**src/rtl/srio_dma_comb_pkg.sv**
```systemverilog
// Shared encodings for the SRIO DMA combiner: FSM states, cmd and status bit positions.
package srio_dma_comb_pkg;

    typedef enum logic [1:0] {
        IDLE    = 2'd0,
        RUN_HDR = 2'd1,
        RUN_DAT = 2'd2,
        DONE    = 2'd3
    } state_e;

    localparam int CMD_EN   = 0;
    localparam int CMD_SRST = 1;

    localparam int ST_DONE     = 0;
    localparam int ST_BUSY     = 1;
    localparam int ST_ZERO_ERR = 2;
    localparam int ST_CNT_LSB  = 8;
    localparam int ST_CNT_W    = 24;

endpackage

```
**src/rtl/srio_dma_comb_skid.sv**
```systemverilog
// Two-entry register slice: entry 0 is always the head presented downstream.
module srio_dma_comb_skid #(
    parameter int PAYLOAD_W = 8
) (
    input  logic                 clk,
    input  logic                 srst,
    input  logic                 flush_i,
    input  logic                 push_i,
    input  logic                 pop_i,
    input  logic [PAYLOAD_W-1:0] data_i,
    output logic [PAYLOAD_W-1:0] data_o,
    output logic                 full_o,
    output logic                 empty_o
);

    logic [PAYLOAD_W-1:0] mem_q [2];
    logic [1:0]           cnt_q;

    always_ff @(posedge clk) begin
        if (srst || flush_i) begin
            cnt_q <= '0;
        end else begin
            case ({push_i, pop_i})
                2'b10:   cnt_q <= cnt_q + 2'd1;
                2'b01:   cnt_q <= cnt_q - 2'd1;
                default: cnt_q <= cnt_q;
            endcase
        end
    end

    // Payload storage carries no reset; validity is tracked by cnt_q alone.
    always_ff @(posedge clk) begin
        if (pop_i) begin
            mem_q[0] <= (cnt_q == 2'd2) ? mem_q[1] : data_i;
        end else if (push_i && cnt_q == 2'd0) begin
            mem_q[0] <= data_i;
        end
        if (push_i && ((cnt_q == 2'd1 && !pop_i) || (cnt_q == 2'd2 && pop_i))) begin
            mem_q[1] <= data_i;
        end
    end

    assign data_o  = mem_q[0];
    assign full_o  = (cnt_q == 2'd2);
    assign empty_o = (cnt_q == 2'd0);

endmodule

```
**src/rtl/srio_dma_comb_v2.sv**
```systemverilog
// Merges num_pkts AXI-Stream packets into one master stream, optionally prefixing
// each packet with a header beat built from its TUSER word.
module srio_dma_comb_v2
    import srio_dma_comb_pkg::*;
#(
    parameter int DATA_W = 64,
    parameter int USER_W = 32,
    parameter int CNT_W  = 32,
    parameter bit HDR_EN = 1'b1
) (
    input  logic              AXIS_ACLK,
    input  logic              AXIS_ARESET,
    input  logic              S_AXIS_TVALID,
    output logic              S_AXIS_TREADY,
    input  logic [DATA_W-1:0] S_AXIS_TDATA,
    input  logic              S_AXIS_TLAST,
    input  logic [USER_W-1:0] S_AXIS_TUSER,
    output logic              M_AXIS_TVALID,
    input  logic              M_AXIS_TREADY,
    output logic [DATA_W-1:0] M_AXIS_TDATA,
    output logic              M_AXIS_TLAST,
    input  logic [31:0]       cmd,
    input  logic [CNT_W-1:0]  num_pkts,
    output logic [31:0]       status
);

    localparam int PW = DATA_W + 1 + USER_W + 1;

    state_e             state_q, state_d;
    logic [CNT_W-1:0]   pkt_cnt_q, pkt_cnt_d;
    logic [CNT_W-1:0]   cnt_lat_q, cnt_lat_d;
    logic               zero_err_q, zero_err_d;
    logic               first_q;

    logic               rst, soft_rst, run, final_pkt;
    logic               s_hs, pop, full, empty;
    logic [PW-1:0]      push_word, head_word;
    logic [DATA_W-1:0]  head_data;
    logic               head_last, head_first;
    logic [USER_W-1:0]  head_user;
    logic [ST_CNT_W-1:0] cnt_field;
    logic               unused_bits;

    assign soft_rst = cmd[CMD_SRST];
    assign rst      = AXIS_ARESET | soft_rst;
    assign run      = (state_q == RUN_HDR) || (state_q == RUN_DAT);

    assign S_AXIS_TREADY = run && !full;
    assign s_hs          = S_AXIS_TVALID && S_AXIS_TREADY;
    assign pop           = (state_q == RUN_DAT) && M_AXIS_TVALID && M_AXIS_TREADY;
    assign final_pkt     = (pkt_cnt_q == cnt_lat_q - CNT_W'(1));

    assign push_word = {S_AXIS_TDATA, S_AXIS_TLAST, S_AXIS_TUSER, first_q};
    assign {head_data, head_last, head_user, head_first} = head_word;

    srio_dma_comb_skid #(
        .PAYLOAD_W (PW)
    ) u_skid (
        .clk     (AXIS_ACLK),
        .srst    (AXIS_ARESET),
        .flush_i (soft_rst),
        .push_i  (s_hs),
        .pop_i   (pop),
        .data_i  (push_word),
        .data_o  (head_word),
        .full_o  (full),
        .empty_o (empty)
    );

    // Tracks packet boundaries on the input side so each entry knows if it opens a packet.
    always_ff @(posedge AXIS_ACLK) begin
        if (rst) begin
            first_q <= 1'b1;
        end else if (s_hs) begin
            first_q <= S_AXIS_TLAST;
        end
    end

    always_ff @(posedge AXIS_ACLK) begin
        if (rst) begin
            state_q    <= IDLE;
            pkt_cnt_q  <= '0;
            cnt_lat_q  <= '0;
            zero_err_q <= 1'b0;
        end else begin
            state_q    <= state_d;
            pkt_cnt_q  <= pkt_cnt_d;
            cnt_lat_q  <= cnt_lat_d;
            zero_err_q <= zero_err_d;
        end
    end

    always_comb begin
        state_d       = state_q;
        pkt_cnt_d     = pkt_cnt_q;
        cnt_lat_d     = cnt_lat_q;
        zero_err_d    = zero_err_q;
        M_AXIS_TVALID = 1'b0;
        M_AXIS_TDATA  = '0;
        M_AXIS_TLAST  = 1'b0;
        unique case (state_q)
            IDLE: begin
                if (cmd[CMD_EN]) begin
                    if (num_pkts != '0) begin
                        cnt_lat_d = num_pkts;
                        state_d   = HDR_EN ? RUN_HDR : RUN_DAT;
                    end else begin
                        zero_err_d = 1'b1;
                    end
                end
            end
            RUN_HDR: begin
                M_AXIS_TVALID              = !empty;
                M_AXIS_TDATA[USER_W-1:0]   = head_user;
                if (M_AXIS_TVALID && M_AXIS_TREADY) begin
                    state_d = RUN_DAT;
                end
            end
            RUN_DAT: begin
                M_AXIS_TVALID = !empty;
                M_AXIS_TDATA  = head_data;
                M_AXIS_TLAST  = !empty && head_last && final_pkt;
                if (M_AXIS_TVALID && M_AXIS_TREADY && head_last) begin
                    if (final_pkt) begin
                        state_d = DONE;
                    end else begin
                        pkt_cnt_d = pkt_cnt_q + CNT_W'(1);
                        state_d   = HDR_EN ? RUN_HDR : RUN_DAT;
                    end
                end
            end
            DONE: begin
                if (!cmd[CMD_EN]) begin
                    pkt_cnt_d = '0;
                    state_d   = IDLE;
                end
            end
            default: state_d = IDLE;
        endcase
    end

    generate
        if (CNT_W >= ST_CNT_W) begin : g_cnt_trunc
            assign cnt_field = pkt_cnt_q[ST_CNT_W-1:0];
        end else begin : g_cnt_ext
            assign cnt_field = {{(ST_CNT_W-CNT_W){1'b0}}, pkt_cnt_q};
        end
    endgenerate

    assign status = {cnt_field, 5'b0, zero_err_q, run, (state_q == DONE)};

    // Reserved cmd bits and the stored first flag are intentionally not consumed.
    assign unused_bits = ^{cmd[31:2], head_first};

endmodule

```
**config.mk**
```make
export PLATFORM = sky130hd
export DESIGN_NAME = srio_dma_comb_v2
export DESIGN_NICKNAME = d
export VERILOG_FILES = /design/src/rtl/srio_dma_comb_pkg.sv /design/src/rtl/srio_dma_comb_skid.sv /design/src/rtl/srio_dma_comb_v2.sv
export SDC_FILE = /design/constraint.sdc
export NUM_CORES = 1
export LEC_CHECK = 0
export CAP_MARGIN = 0
export CORE_AREA = 3 3 122 213
export CTS_BUF_LIST = sky130_fd_sc_hd__clkbuf_8
export CTS_CLUSTER_DIAMETER = 50
export DETAILED_ROUTE_END_ITERATION = 16
export DIE_AREA = 0 0 125 216
export PLACE_DENSITY = 0.78
export SKIP_LAST_GASP = 1
export SYNTH_ARGS = -nofsm -noshare
export SYNTH_HDL_FRONTEND = slang
export SYNTH_SLANG_ARGS = --single-unit
```
**constraint.sdc**
```tcl
create_clock -name AXIS_ACLK -period 10.8 [get_ports AXIS_ACLK]
set_input_delay 3.24 -clock AXIS_ACLK [delete_from_list [all_inputs] [get_ports AXIS_ACLK]]
set_output_delay 3.24 -clock AXIS_ACLK [all_outputs]
set_load 0.01 [all_outputs]
```
# --- After elaboration in Yosys (flattened, before gate mapping) ---
# Memories as Yosys holds them, arrays and structs flattened.
# Index checks and enable logic that the tools add are counted.
classes:
  n_addsub: 4
  n_eq_ne: 14
  muxes: 28
  n_bitwise: 3
  reduce_logical: 29
ops:
  columns: ["operator", "n"]
  rows:
  - ["two-way mux 98 bit", 3]
  - ["two-way mux 32 bit", 4]
  - ["one-hot mux 32 bit (2 select lines)", 2]
  - ["OR reduction 98 bit", 1]
  - ["adder 32 x 1 -> 32 bit, second input constant", 1]
  - ["== test 32 bit", 1]
  - ["nonzero test 32 bit", 1]
  - ["subtractor 32 x 1 -> 32 bit, second input constant", 1]
  - ["logical AND 1 bit", 12]
  - ["two-way mux 2 bit", 6]
  - ["two-way mux 1 bit", 11]
  - ["== test 2 bit, second input constant", 4]
  - ["!= test 2 bit, second input constant", 4]
  - ["one-hot mux 2 bit (4 select lines)", 1]
  - ["== test 2 x 1 -> 1 bit, second input constant", 3]
  - ["AND reduction 3 bit", 2]
  - ["AND reduction 5 bit", 1]
  - ["zero test 2 bit", 2]
  - ["!= test 2 x 1 -> 1 bit, second input constant", 2]
  - ["one-hot mux 2 bit (2 select lines)", 1]
  - ["AND reduction 4 bit", 1]
  - ["nonzero test 2 bit", 2]
  - ["zero test 1 bit", 3]
  - ["logical OR 1 bit", 3]
  - ["5 further kinds", 6]
word_totals:
  regBits: 70
  ramBits: 196
  inputBits: 165
  output_inout_bits: 99
  word_cells: 85
  mem_count: 1
mem_list:
  columns: ["name", "words", "width", "read_ports", "rd_ports_with_merged_regs", "wr", "line_no", "rtl"]
  rows:
  - ["u_skid.mem_q", 2, 98, 2, 0, 1, "srio_dma_comb_skid.sv:16", "logic [PAYLOAD_W-1:0] mem_q [2];"]

# --- Depth between registers and ports, before layout ---
depth:
  ltp_word: 13
  ltp_mapped: 13
  depth_no_buf: 11

# --- Hierarchy ---
# A second synthesis with hierarchy kept.
hier_totals:
  cells_unflattened: 1435
  hier_area_um2: 15018.2
modules_own_cells:
  columns: ["mod", "n_inst", "cells_per_inst", "area_per_inst_um2", "seq_area_each_um2"]
  rows:
  - ["srio_dma_comb_skid", 1, 771, 9778.1, 5925.7]
  - ["srio_dma_comb_v2", 1, 664, 5240.0, 1361.3]

# --- Worst setup path before layout ---
# OpenSTA, ideal clock, no wires.
synth_path:
  path_kind: "input to register"
  startpoint: "in S_AXIS_TVALID"
  endpoint: "mem u_skid.mem_q[0][100] (netlist name) (enable)"
  setup_ps: 556
  arrival_time_ps: 7511
  required_ps: 10244
  path_slack_ps: 2733
  cell_stages: 3
  path_buffers: 0
  path_cell_list: "and2_1 > nand2_1 > nor2_1"
synth_between:
  elab_chain_cells: 7
  word_cells_on_any_way: 12
  cone_classes: "mux: 7; bitwise: 1; reduce/logical: 4"
synth_lines:
  columns: ["item", "line_no", "rtl"]
  rows:
  - ["from (decl)", "srio_dma_comb_v2.sv:13", "input logic S_AXIS_TVALID,"]
  - ["logical AND 1 bit *", "srio_dma_comb_v2.sv:49", "assign s_hs = S_AXIS_TVALID && S_AXIS_TREADY;"]
  - ["branches (longest 6 deep; another with OR reduction 98 bit)", null, null]
  - ["to (decl)", "srio_dma_comb_skid.sv:16", null]
# Mark *: on every way between the ends.

# --- Final worst setup path ---
layout_path:
  startpoint: "reg cnt_lat_q[0]"
  endpoint: "out M_AXIS_TLAST"
layout_between:
  elab_chain_cells: 4
layout_lines:
  columns: ["item", "line_no", "rtl"]
  rows:
  - ["from (decl)", "srio_dma_comb_v2.sv:31", "logic [CNT_W-1:0] cnt_lat_q, cnt_lat_d;"]
  - ["from (signal assigned)", "srio_dma_comb_v2.sv:88", "cnt_lat_q <= cnt_lat_d;"]
  - ["subtractor 32 x 1 -> 32 bit", "srio_dma_comb_v2.sv:51", "assign final_pkt = (pkt_cnt_q == cnt_lat_q - CNT_W'(1));"]
  - ["== test 32 bit", "srio_dma_comb_v2.sv:51", null]
  - ["logical AND 1 bit", "srio_dma_comb_v2.sv:122", "M_AXIS_TLAST = !empty && head_last && final_pkt;"]
  - ["two-way mux 1 bit", "srio_dma_comb_v2.sv:101", "unique case (state_q)"]
  - ["to (decl)", "srio_dma_comb_v2.sv:21", "output logic M_AXIS_TLAST,"]
# No other way between the ends.

==> metrics.md <==
| Metric | Value |
|---|---|
| Outcome | finished, final reports clean |
| Gr ovfl total | 0 |
| Area delta synth->final | 25.3% |
| Endpoint class of the critical path | output port |
| Clock Skew | 0.0250 ns |
| Clk_lat worst skew | 0.55 ns |
| CTS tree | done |
| Hold_buf cts | 0 |
| CTS clk-pin slew, worst paths | 0.07 ns |
| Row Count | 76 |
| Worst Max-Slew Pin Slew | 1.06 ns |
| Initial DRC Count | 429 |
| Final hold violation count | 0 |
| I/O Buffers | 228 |
| Dpl cell area | 14500 sq um |
| ANT cells | 0 |
| P_leak | 5.30 nW |
| Min cycle time layout | 7.64 ns |
| Most frequent cells in the layout | 228 x clkdlybuf4s50_1, 194 x edfxtp_1, 97 x mux2_2 |
| Placed insts | 1418 |
| Proportion of synthesized area in mux cells | 0.119 |
| Post-route design area | 15300 sq um |
| Drc violations | 0 |
| Mapped Cells | 948 |
| CTS H-tree lvls | 2 |
| Initial Utilization | 0.496 |
| Pin count of the biggest net entering global routing | 78 |
| CP max stage delay | 0.61 ns |
| Longest Clk Path Bufs | 3 |
| Die area | 27000 sq um |
| Resized Gates After CTS | 0 |
| FFs w/ async S/R, synth | 0 |
| GR Util All Layers | 0.219 |
| Final setup vio count | 0 |
| Clock sink total | 263 |
| Setup tns final | 0 ns |
| Period utilization | 0.707 |
| Initial antenna violation count | 0 |
| Via count | 8374 |
| Mean Syn Cell Area | 12.8 sq um |
| Synth cell types | 63 |
| Worst path slowest cell | clkdlybuf4s50_1 |
| Pwr dens | 139 nW/um^2 |
| I/O Pins | 264 |
| Total Wirelength | 29.7 mm |
| Max frequency | 131 MHz |
| Overall die height | 216 microns |
| Post-place setup slack | 3.75 ns |
| Synth Area in XOR/XNOR | 0.0388 |
| FF+latch count, synth | 263 |
| Data arrival, critical path | 4.40 ns |
| Count of pins over their slew limit | 0 |
| Ys Warns | 0 |
| Num CTS Buffers | 40 |
| Sequential fraction of the synthesis area | 0.592 |
| Rel. slew slack | 0.296 |
| Final-stage net count | 1323 |
| Post-DP HPWL | 21.1 mm |
| Setup ws final | 3.16 ns |
| Worst setup SP type | flop |
| Final ANT Viol Nets | 0 |
| Post-synthesis adder-cell area fraction | 0.0103 |
| Worst-path maximum fanout | 10 |
| Synth Flop Type | edfxtp_1 |
| MaxCap Viol Count | 0 |
| Core region area | 24500 sq um |
| HP Class | flop to flop |
| Largest family of logic cells by synthesized area | simple AND/OR/NAND/NOR gates |
| Max rail drop VDD | 0.160 mV |
| Die width | 125 microns |
| Avg Vias per Cell | 5.64 |
| WL/cell | 20.0 microns |
| Final Core Density | 0.622 |
| Fraction of layout cells with a size suffix above 1 | 0.144 |
| Mapped Area | 12200 sq um |
| Unrepaired setup endpoints after global routing | no |
| Complex-gate fraction of the synthesized area | 0.0695 |
| First-pass GRT wire length | 46.9 mm |
| Delay-heaviest family, CP | simple AND/OR/NAND/NOR gates |
| Post-synth EDFFs | 194 |
| Critical path class | flop to output port |
| Most common cell after layout, fill and taps aside | clkdlybuf4s50_1 |
| WP buf/inv | 2 |
| CP cell instances | inv_1, ha_1, nor3b_2, nand3_1, nor4_1, mux2i_1, nand4bb_1, or4_1, nor4_1, clkdlybuf4s50_1 |
| Placer Congestion | 0.944 |
| Root buf cell | clkbuf_8 |
| Post-CTS setup-driven buffer insertion count | 0 |
| Critical Path RT | 7.56 ns |
| Vias in the first global route | 8864 |
| Final Non-Filler Cells | 1485 |
| DRT Pass-1 Iters | 4 |
| Fillers | 1908 |
| Simple-gate share of the synthesized area | 0.127 |
| CP dominant cell by count | nor4_1 |
## power breakdown
part,total (mW),switching [mW],leakage [nW],internal (mW)
registers,1.12,0.0125,2.31,1.11
clock network,0.792,0.373,0.430,0.419
logic,0.207,0.0955,2.55,0.111
total,2.12,0.481,5.30,1.64
## per-stage QoR
| stage | power [mW] | hold WS (ns) |
|---|---|---|
| final | 2.12 | 0.482 |
| after global routing | 2.20 | 0.516 |
| after CTS | 2.14 | 0.482 |
| after detailed placement | 1.35 | 0.465 |
| after global placement | 1.34 | 0.467 |
| after floorplan | 1.25 | 0.438 |
## cells in the mapped netlist (12+ instances only)
cell	number	area share
edfxtp_1	194	0.48
mux2_2	97	0.090
nor2_1	70	0.022
dfxtp_1	69	0.11
clkbuf_1	42	0.013
and2_1	41	0.021
mux2i_1	36	0.030
xor2_1	36	0.026
buf_4	34	0.021
a22o_1	33	0.024
nand3_1	27	0.011
a21oi_1	22	0.0090
nor4_1	18	0.0092
xnor2_1	18	0.013
nand4_1	17	0.0087
nand2_1	16	0.0049
and3_1	15	0.0077
nor3_1	15	0.0062
o21ai_0	15	0.0062
or3_1	13	0.0067
inv_1	12	0.0037
or4_1	12	0.0074
## routing by layer
metal	wire length, microns	vias up	track usage
met5	0	-	0
met4	1660	0	0.122
met3	2530	81	0.0748
met2	15300	304	0.386
met1	10200	4044	0.225
li1	-	3945	-
## final timing paths
path,startpoint,endpoint,slack (ns),depth (start not counted)
worst max-delay path,cnt_lat_q[0]$_SDFFE_PP0P_,M_AXIS_TLAST,3.16,10
worst min-delay path,zero_err_q$_SDFFE_PP0P_,zero_err_q$_SDFFE_PP0P_,0.48,2
worst max register to register,cnt_lat_q[0]$_SDFFE_PP0P_,pkt_cnt_q[24]$_SDFFE_PP0P_,6.64,10
worst min register to register,zero_err_q$_SDFFE_PP0P_,zero_err_q$_SDFFE_PP0P_,0.48,2
## worst reg2reg max path: stages (launching register included)
cell	delay, ns
dfxtp_1	0.39
inv_1	0.09
ha_1	0.20
nor3b_2	0.55
nand3_1	0.27
nor4_1	0.54
mux2i_1	0.29
o211ai_1	0.11
or4_4	0.69
a31o_1	0.64
a21oi_1	0.29
## final cells by class
class	instances	area (sq um)	share of cell area
sequential	263	7210	0.472
inverter	12	45.0	0.00295
tap	312	390	0.0256
timing repair buffer	237	2350	0.154
clock buffer	47	647	0.0424
clock inverter	20	120	0.00787
multi-input combinational	594	4490	0.295
## sequential cells by signal, indices dropped and copies added, names as in the netlist
name,flops
cnt_lat_q,32
u_skid.mem_q,194
zero_err_q,1
pkt_cnt_q,32
u_skid.cnt_q,2
state_q,2
## kinds of logic after synthesis
family                   count (synthesis)
AND/OR/NAND/NOR                        276
other                                    1
multiplexers                           133
XOR/XNOR                                54
AO/OA/AOI/OAI                          116
flip-flops                             263
adder cells (fa/ha/maj)                 10
buffers and inverters                   95
No activity file was read; power rests on OpenSTA's default activity.
